**src/rtl/uart_pkg.sv**
```systemverilog
// Shared UART definitions used by both the tx and rx stages.
package uart_pkg;
    localparam int DATA_BITS = 8;

    typedef enum logic [2:0] {
        IDLE,
        START,
        DATA,
        STOP,
        WAIT_IDLE
    } rx_state_t;
endpackage

```
**src/rtl/sync_2ff.sv**
```systemverilog
// Two-flop synchronizer for a single asynchronous input bit.
module sync_2ff #(
    parameter logic RESET_VAL = 1'b1
) (
    input  logic clk,
    input  logic rst,
    input  logic d,
    output logic q
);
    logic meta;

    always_ff @(posedge clk) begin
        if (rst) begin
            meta <= RESET_VAL;
            q    <= RESET_VAL;
        end else begin
            meta <= d;
            q    <= meta;
        end
    end
endmodule

```
**src/rtl/uart_rx.sv**
```systemverilog
// 8N1 UART receiver: centre-samples each bit and hands bytes out on valid/ready.
//
// state     | meaning
// IDLE      | line idle, waiting for a falling edge
// START     | timing half a bit to confirm the start bit at its centre
// DATA      | sampling 8 data bits, LSB first
// STOP      | waiting for the stop-bit centre
// WAIT_IDLE | framing error seen; hold until the line returns high
module uart_rx
    import uart_pkg::*;
#(
    parameter int CLKS_PER_BIT = 16
) (
    input  logic                 clk,
    input  logic                 rst,
    input  logic                 din,
    output logic [DATA_BITS-1:0] data,
    output logic                 valid,
    input  logic                 ready,
    output logic                 frame_err,
    output logic                 overrun
);
    localparam int CW = $clog2(CLKS_PER_BIT);
    localparam logic [CW-1:0] HALF_TC = CW'(CLKS_PER_BIT / 2 - 1);
    localparam logic [CW-1:0] FULL_TC = CW'(CLKS_PER_BIT - 1);
    localparam logic [2:0]    LAST_BIT = 3'(DATA_BITS - 1);

    rx_state_t              state_q, state_d;
    logic                   din_s;
    logic [CW-1:0]          cnt_q;
    logic [2:0]             bit_idx_q;
    logic [DATA_BITS-1:0]   shreg_q;
    logic                   deliver_q;
    logic                   half_tc, full_tc;
    logic                   cnt_clr, shift_en, stop_ok, stop_bad;

    sync_2ff #(.RESET_VAL(1'b1)) u_sync (
        .clk (clk),
        .rst (rst),
        .d   (din),
        .q   (din_s)
    );

    assign half_tc = (cnt_q == HALF_TC);
    assign full_tc = (cnt_q == FULL_TC);

    always_ff @(posedge clk) begin
        if (rst) state_q <= IDLE;
        else     state_q <= state_d;
    end

    always_comb begin
        state_d = state_q;
        case (state_q)
            IDLE:      if (!din_s) state_d = START;
            START:     if (half_tc) state_d = din_s ? IDLE : DATA;
            DATA:      if (full_tc && bit_idx_q == LAST_BIT) state_d = STOP;
            STOP:      if (full_tc) state_d = din_s ? IDLE : WAIT_IDLE;
            WAIT_IDLE: if (din_s) state_d = IDLE;
            default:   state_d = IDLE;
        endcase
    end

    always_comb begin
        cnt_clr  = 1'b1;
        shift_en = 1'b0;
        stop_ok  = 1'b0;
        stop_bad = 1'b0;
        case (state_q)
            START: cnt_clr = half_tc;
            DATA: begin
                cnt_clr  = full_tc;
                shift_en = full_tc;
            end
            STOP: begin
                cnt_clr  = full_tc;
                stop_ok  = full_tc && din_s;
                stop_bad = full_tc && !din_s;
            end
            default: cnt_clr = 1'b1;
        endcase
    end

    always_ff @(posedge clk) begin
        if (rst) begin
            cnt_q     <= '0;
            bit_idx_q <= '0;
            shreg_q   <= '0;
            deliver_q <= 1'b0;
            frame_err <= 1'b0;
            overrun   <= 1'b0;
            data      <= '0;
            valid     <= 1'b0;
        end else begin
            cnt_q <= cnt_clr ? '0 : cnt_q + 1'b1;

            if (state_q != DATA) bit_idx_q <= '0;
            else if (shift_en)   bit_idx_q <= bit_idx_q + 1'b1;

            if (shift_en) shreg_q <= {din_s, shreg_q[DATA_BITS-1:1]};

            deliver_q <= stop_ok;
            frame_err <= stop_bad;
            overrun   <= 1'b0;

            // An accept in the delivery cycle frees the slot, so the new byte takes it.
            if (deliver_q) begin
                if (!valid || ready) begin
                    data  <= shreg_q;
                    valid <= 1'b1;
                end else begin
                    overrun <= 1'b1;
                end
            end else if (valid && ready) begin
                valid <= 1'b0;
            end
        end
    end
endmodule

```
**config.mk**
```make
export PLATFORM = sky130hd
export DESIGN_NAME = uart_rx
export DESIGN_NICKNAME = d
export VERILOG_FILES = /design/src/rtl/uart_pkg.sv /design/src/rtl/sync_2ff.sv /design/src/rtl/uart_rx.sv
export SDC_FILE = /design/constraint.sdc
export NUM_CORES = 1
export LEC_CHECK = 0
export BUFFER_PORTS_ARGS = -buffer_cell sky130_fd_sc_hd__buf_2
export CAP_MARGIN = 20
export CORE_MARGIN = 2
export CORE_UTILIZATION = 55
export DETAILED_ROUTE_END_ITERATION = 10
export HOLD_SLACK_MARGIN = 0.06
export PLACE_DENSITY = 0.79
export SETUP_SLACK_MARGIN = 0.02
export SLEW_MARGIN = 20
export SYNTH_ARGS = -nofsm -noshare
export SYNTH_HDL_FRONTEND = slang
export SYNTH_SLANG_ARGS = --single-unit
export TNS_END_PERCENT = 50
```
**constraint.sdc**
```tcl
create_clock -name clk -period 1.9 [get_ports clk]
set_input_delay 0.19 -clock clk [delete_from_list [all_inputs] [get_ports clk]]
set_output_delay 0.19 -clock clk [all_outputs]
set_load 0.02 [all_outputs]
```
* Word-level counts from Yosys, hierarchy flattened
Index checks and enable logic that the tools add are counted.
Operators by class: muxes and demuxes 14, reduce and logical (&&, ||, !) cells 17, add/subtract/negate cells 2, equal/unequal tests 14, bitwise logic cells 2
Operators with widths (count):
- $mux W3 | 6
- $pmux W3 S5 | 1
- $reduce_or A2 Y1 | 5
- $ne A2 B2 Y1 const B | 4
- $eq A3 B2 Y1 const B | 2
- $eq A3 B3 Y1 const B | 2
- $mux W1 | 5
- $reduce_and A5 Y1 | 1
- $add A4 B1 Y4 const B | 1
- $eq A4 B3 Y1 const B | 1
- $eq A4 B4 Y1 const B | 1
- $logic_and A1 B1 Y1 | 4
- $ne A2 B1 Y1 const B | 2
- $reduce_and A2 Y1 | 2
- $add A3 B1 Y3 const B | 1
- $eq A3 B1 Y1 const B | 1
- $logic_not A3 Y1 | 1
- $ne A3 B2 Y1 const B | 1
- $logic_not A1 Y1 | 2
- $mux W2 | 1
- $not A1 Y1 | 2
- $pmux W1 S2 | 1
- $reduce_bool A2 Y1 | 1
- $logic_or A1 B1 Y1 | 1
Storage, ports and cells: output and inout bits 11, word-level logic and storage cells 60, input port bits 4, register bits after elaboration 32

* Depth between registers and ports, before layout
depth after elaboration 4, depth in mapped cells 6, gate-level depth less buffers 6

* Modules after synthesis
From an unflattened synthesis, not the netlist that was laid out.
Unflattened totals: cells, all modules 148, area total of the unflattened synthesis 1357.6 µm²
By module, submodules not included:
- uart_rx | instances 1, area each 1305.0 µm², cells an instance 144
- sync_2ff | instances 1, area each 52.6 µm², cells an instance 4

* Worst setup path after synthesis
Ideal clock, no wire load.
path type register to register, from register cnt_q[0], to register shreg_q[0], slack 0.378 ns, path buffers 1, data arrival time 1.395 ns, stages on the path, launching flop included 7, library setup time 0.128 ns, cells stage by stage dfxtp_1 -> ha_1 -> nand3_4 -> or3b_1 -> buf_6 -> mux2i_1 -> nor2_1
Between the ends: cells in the longest elaborated chain, start to end 2
RTL lines:
- start, declared | RTL line uart_rx.sv:30 | logic [CW-1:0] cnt_q;
- start signal, assigned | RTL line uart_rx.sv:95 | cnt_q <= cnt_clr ? '0 : cnt_q + 1'b1;
- $eq A4 B4 Y1 | RTL line uart_rx.sv:45 | assign full_tc = (cnt_q == FULL_TC);
- $mux W1 | RTL line uart_rx.sv:69 | case (state_q)
- end signal, assigned | RTL line uart_rx.sv:100 | if (shift_en) shreg_q <= {din_s, shreg_q[DATA_BITS-1:1]};
- end, declared | RTL line uart_rx.sv:32 | logic [DATA_BITS-1:0] shreg_q;
No other way between the ends. A chain may end at the register's enable or synchronous reset.

* Worst setup path after layout
from register cnt_q[0], to register shreg_q[5]
Same word-level chain as after synthesis.

==> impl_metrics.csv <==
group,metric,value,unit
outcome,outcome,"finished, final reports clean",
synthesis,async_flop_share,0,
setup_path,reg2regPathDepth,5,
synthesis,netlist_instances,125,
power_and_ir_drop,total_power,1.29,mW
global_route,grt_max_degree,26,
timing,tightest_slew,0.565,ns
run,drv_cap,0,
synthesis,synth.avg_cell_area,10.0,µm²
timing,fin_ws,0.141,ns
timing,setup_tns,0,ns
drt,drt-wirelength-per-cell,11.2,µm
power_and_ir_drop,p_int,1.01,mW
power_and_ir_drop,power_switching,0.287,mW
die,core,0.00219,mm²
power_and_ir_drop,leakage,0.713,nW
worst_hold_path,hold_path.class,"primary input to register",
die,initial_core_util,0.573,
synthesis,synth_commonest_cells,"32 x dfxtp_1, 30 x nor2_1, 18 x mux2i_1",
synthesis,synthTopCellsByArea,"dfxtp_1 51%, mux2i_1 14%, nor2_1 9.0%, ha_1 3.0%, xor2_1 2.1%",
clock_network,cts_tree,"done",
clock_network,htreeDepth,2,
setup_path,r2r_start,"cnt_q[0]$_SDFF_PP0_",
die,rows,17,
setup_path,crit_type,"register to register",
synthesis,ys_seq_area_frac,0.510,
clock_network,post_cts_buffers,0,
timing,slew_viol_final,0,
cells_and_area,drive_gt1_frac,0.196,
global_route,grt_pass1_vias,788,
clock_network,cts_root_buf,"clkbuf_4",
power_and_ir_drop,p_seq_frac,0.550,
clock_network,clock_path_buffers,2,
synthesis,synth-seq-cells,32,
die,die_x,51.8,µm
placed_design,hpwl,1340,µm
drt,drtAntennaViolNets,0,
setup_path,cp-start-kind,"register",
global_route,grt_pass1_wl,3220,µm
timing,setup_viol,0,
synthesis,synth_ff_type,"dfxtp_1",
global_route,grt_usage,0.173,
setup_path,cp.required,2.11,ns
clock_network,cts_buffers,5,
drt,num_vias,863,
die,dieArea,0.00268,mm²
setup_path,arrival,1.97,ns
placed_design,io_buffer_count,14,
placed_design,place_ws,0.145,ns
placed_design,gp_congestion,0.756,
die,io-pin-count,15,
drt,first_pass_iters,4,
cells_and_area,diodes,0,
cells_and_area,fin_nets,149,
power_and_ir_drop,peakVddDrop,0.948,mV
drt,drt_iter0_drc,7,
timing,max_freq,569,MHz
timing,rsz0062_at_grt,"false",
clock_network,cts_sinks,32,
power_and_ir_drop,sw_frac_of_total,0.222,
timing,finalCritPeriodShare,0.926,
setup_path,critical_path.max_fanout,8,
timing,maxSlewHeadroom,0.624,
global_route,antenna_found_initial,0,
worst_hold_path,hold_depth,2,
power_and_ir_drop,p_comb_frac,0.064,
clock_network,cts_resized,0,
synthesis,syn_nets,132,
synthesis,netlist.area_leader.share,0.510,
synthesis,syn_area,0.00125,mm²
synthesis,synth_warnings,0,
drt,wl,1920,µm
synthesis,yosysMostFrequentCell,"dfxtp_1",
drt,via_per_inst,5.05,
timing,clock_skew,0.0114,ns
timing,min_period,1.76,ns
worst_hold_path,hold_start,"rst",
timing,finalHoldViolations,0,
global_route,grt_overflow_total,0,
cells_and_area,areaGrowthSynthToFinish,13.3,%
synthesis,synth_edf_count,0,
setup_path,cp-startpoint,"cnt_q[0]$_SDFF_PP0_",
cells_and_area,num-fill-cells,186,
clock_network,insertion_delay,0.33,ns
clock_network,clkTransAtPathRegs,0.10,ns
die,fp.dieH,51.8,µm
drt,drc,0,
synthesis,ys_types,30,
synthesis,yosys.area.top_type,"dfxtp_1",
power_and_ir_drop,clkPwrFrac,0.386,
power_and_ir_drop,powerDensity,909,mW/mm²
setup_path,endpoint_kind,"register",
[placed cells by master, fill, tap and decap left out, drive strengths merged, types with 2 or more instances in the layout]
cell type    netlist  routed
a21oi              4       4
and3               2       2
buf                3      14
clkbuf             3       6
dfxtp             32      32
dlygate4sd3        0       2
ha                 3       3
inv                4       4
mux2i             18      18
nand2              3       3
nand3              2       2
nor2              30      30
nor3               3       3
o21ai              2       2
or2                2       2
xor2               3       3
[stage by stage]
step	instance area, µm²	util	hold WS (ns)	std cells
2_1_floorplan	1250	-	0.269	125
4_1_cts	1420	0.649	0.246	171
6_report	1420	0.649	0.250	171
3_5_place_dp	1330	0.605	0.388	161
5_1_grt	1420	0.649	0.269	171
3_3_place_gp	1330	0.605	0.375	161
[area by class of cell]
type | instances | area [µm²] | area share
clock buffer | 6 | 41.3 | 0.0290
clock inverter | 2 | 35.0 | 0.0246
inverter | 4 | 15.0 | 0.0106
multi-input combinational | 83 | 564 | 0.397
sequential | 32 | 641 | 0.451
tap | 28 | 35.0 | 0.0246
timing repair buffer | 16 | 90.1 | 0.0634
[routing by layer]
metal	vias to the layer above	track usage	share of wire
li1	451	-	-
met1	392	0.193	0.49
met2	15	0.269	0.45
met3	5	0.0603	0.035
met4	0	0.132	0.023
met5	-	0	0
[final timing paths]
| kind | end | slack, ns |
|---|---|---|
| worst max-delay path | shreg_q[5]$_SDFFE_PP0P_ | 0.14 |
| worst min-delay path | shreg_q[7]$_SDFFE_PP0P_ | 0.25 |
| worst max register to register | shreg_q[5]$_SDFFE_PP0P_ | 0.14 |
| worst min register to register | u_sync.q$_SDFF_PP1_ | 0.42 |
[flip-flops by register name, indices dropped and copies added (netlist names)]
register,cells
shreg_q,8
u_sync.q,1
cnt_q,4
state_q,3
u_sync.meta,1
deliver_q,1
frame_err,1
overrun,1
bit_idx_q,3
valid,1
data,8
[power groups by stage]
stage	logic [mW]	registers (mW)	clock network, mW
after floorplan	0.0940	0.707	0
after CTS	0.0843	0.711	0.513
final	0.0829	0.711	0.499
after global placement	0.0791	0.725	0
after global routing	0.0960	0.714	0.532
after detailed placement	0.0809	0.726	0
[repair_timing]
item                                   4_1_cts  5_1_grt
hold buffers                                 2        0
endpoints found under the hold margin        2        0
setup endpoints to repair                    0        0
[worst max-delay path, stage by stage, from the launching register on]
cell and delay, ns:
dfxtp_1 0.36, ha_1 0.25, nand3_4 0.14, or3b_1 0.58, mux2i_1 0.25, nor2_1 0.06
[logic make-up (layout without fill, tap and decap cells)]
logic type | Yosys count | count (layout) | synth area share
muxes | 18 | 18 | 0.144
xor gates and xnor gates | 4 | 4 | 0.0279
buffers and inverters | 10 | 28 | 0.0399
DFF | 32 | 32 | 0.510
and+or+nand+nor | 49 | 49 | 0.199
AOI/OAI and AO/OA | 9 | 9 | 0.0489
adders and majority gates | 3 | 3 | 0.0299
Power figures use the tool's default switching activity.
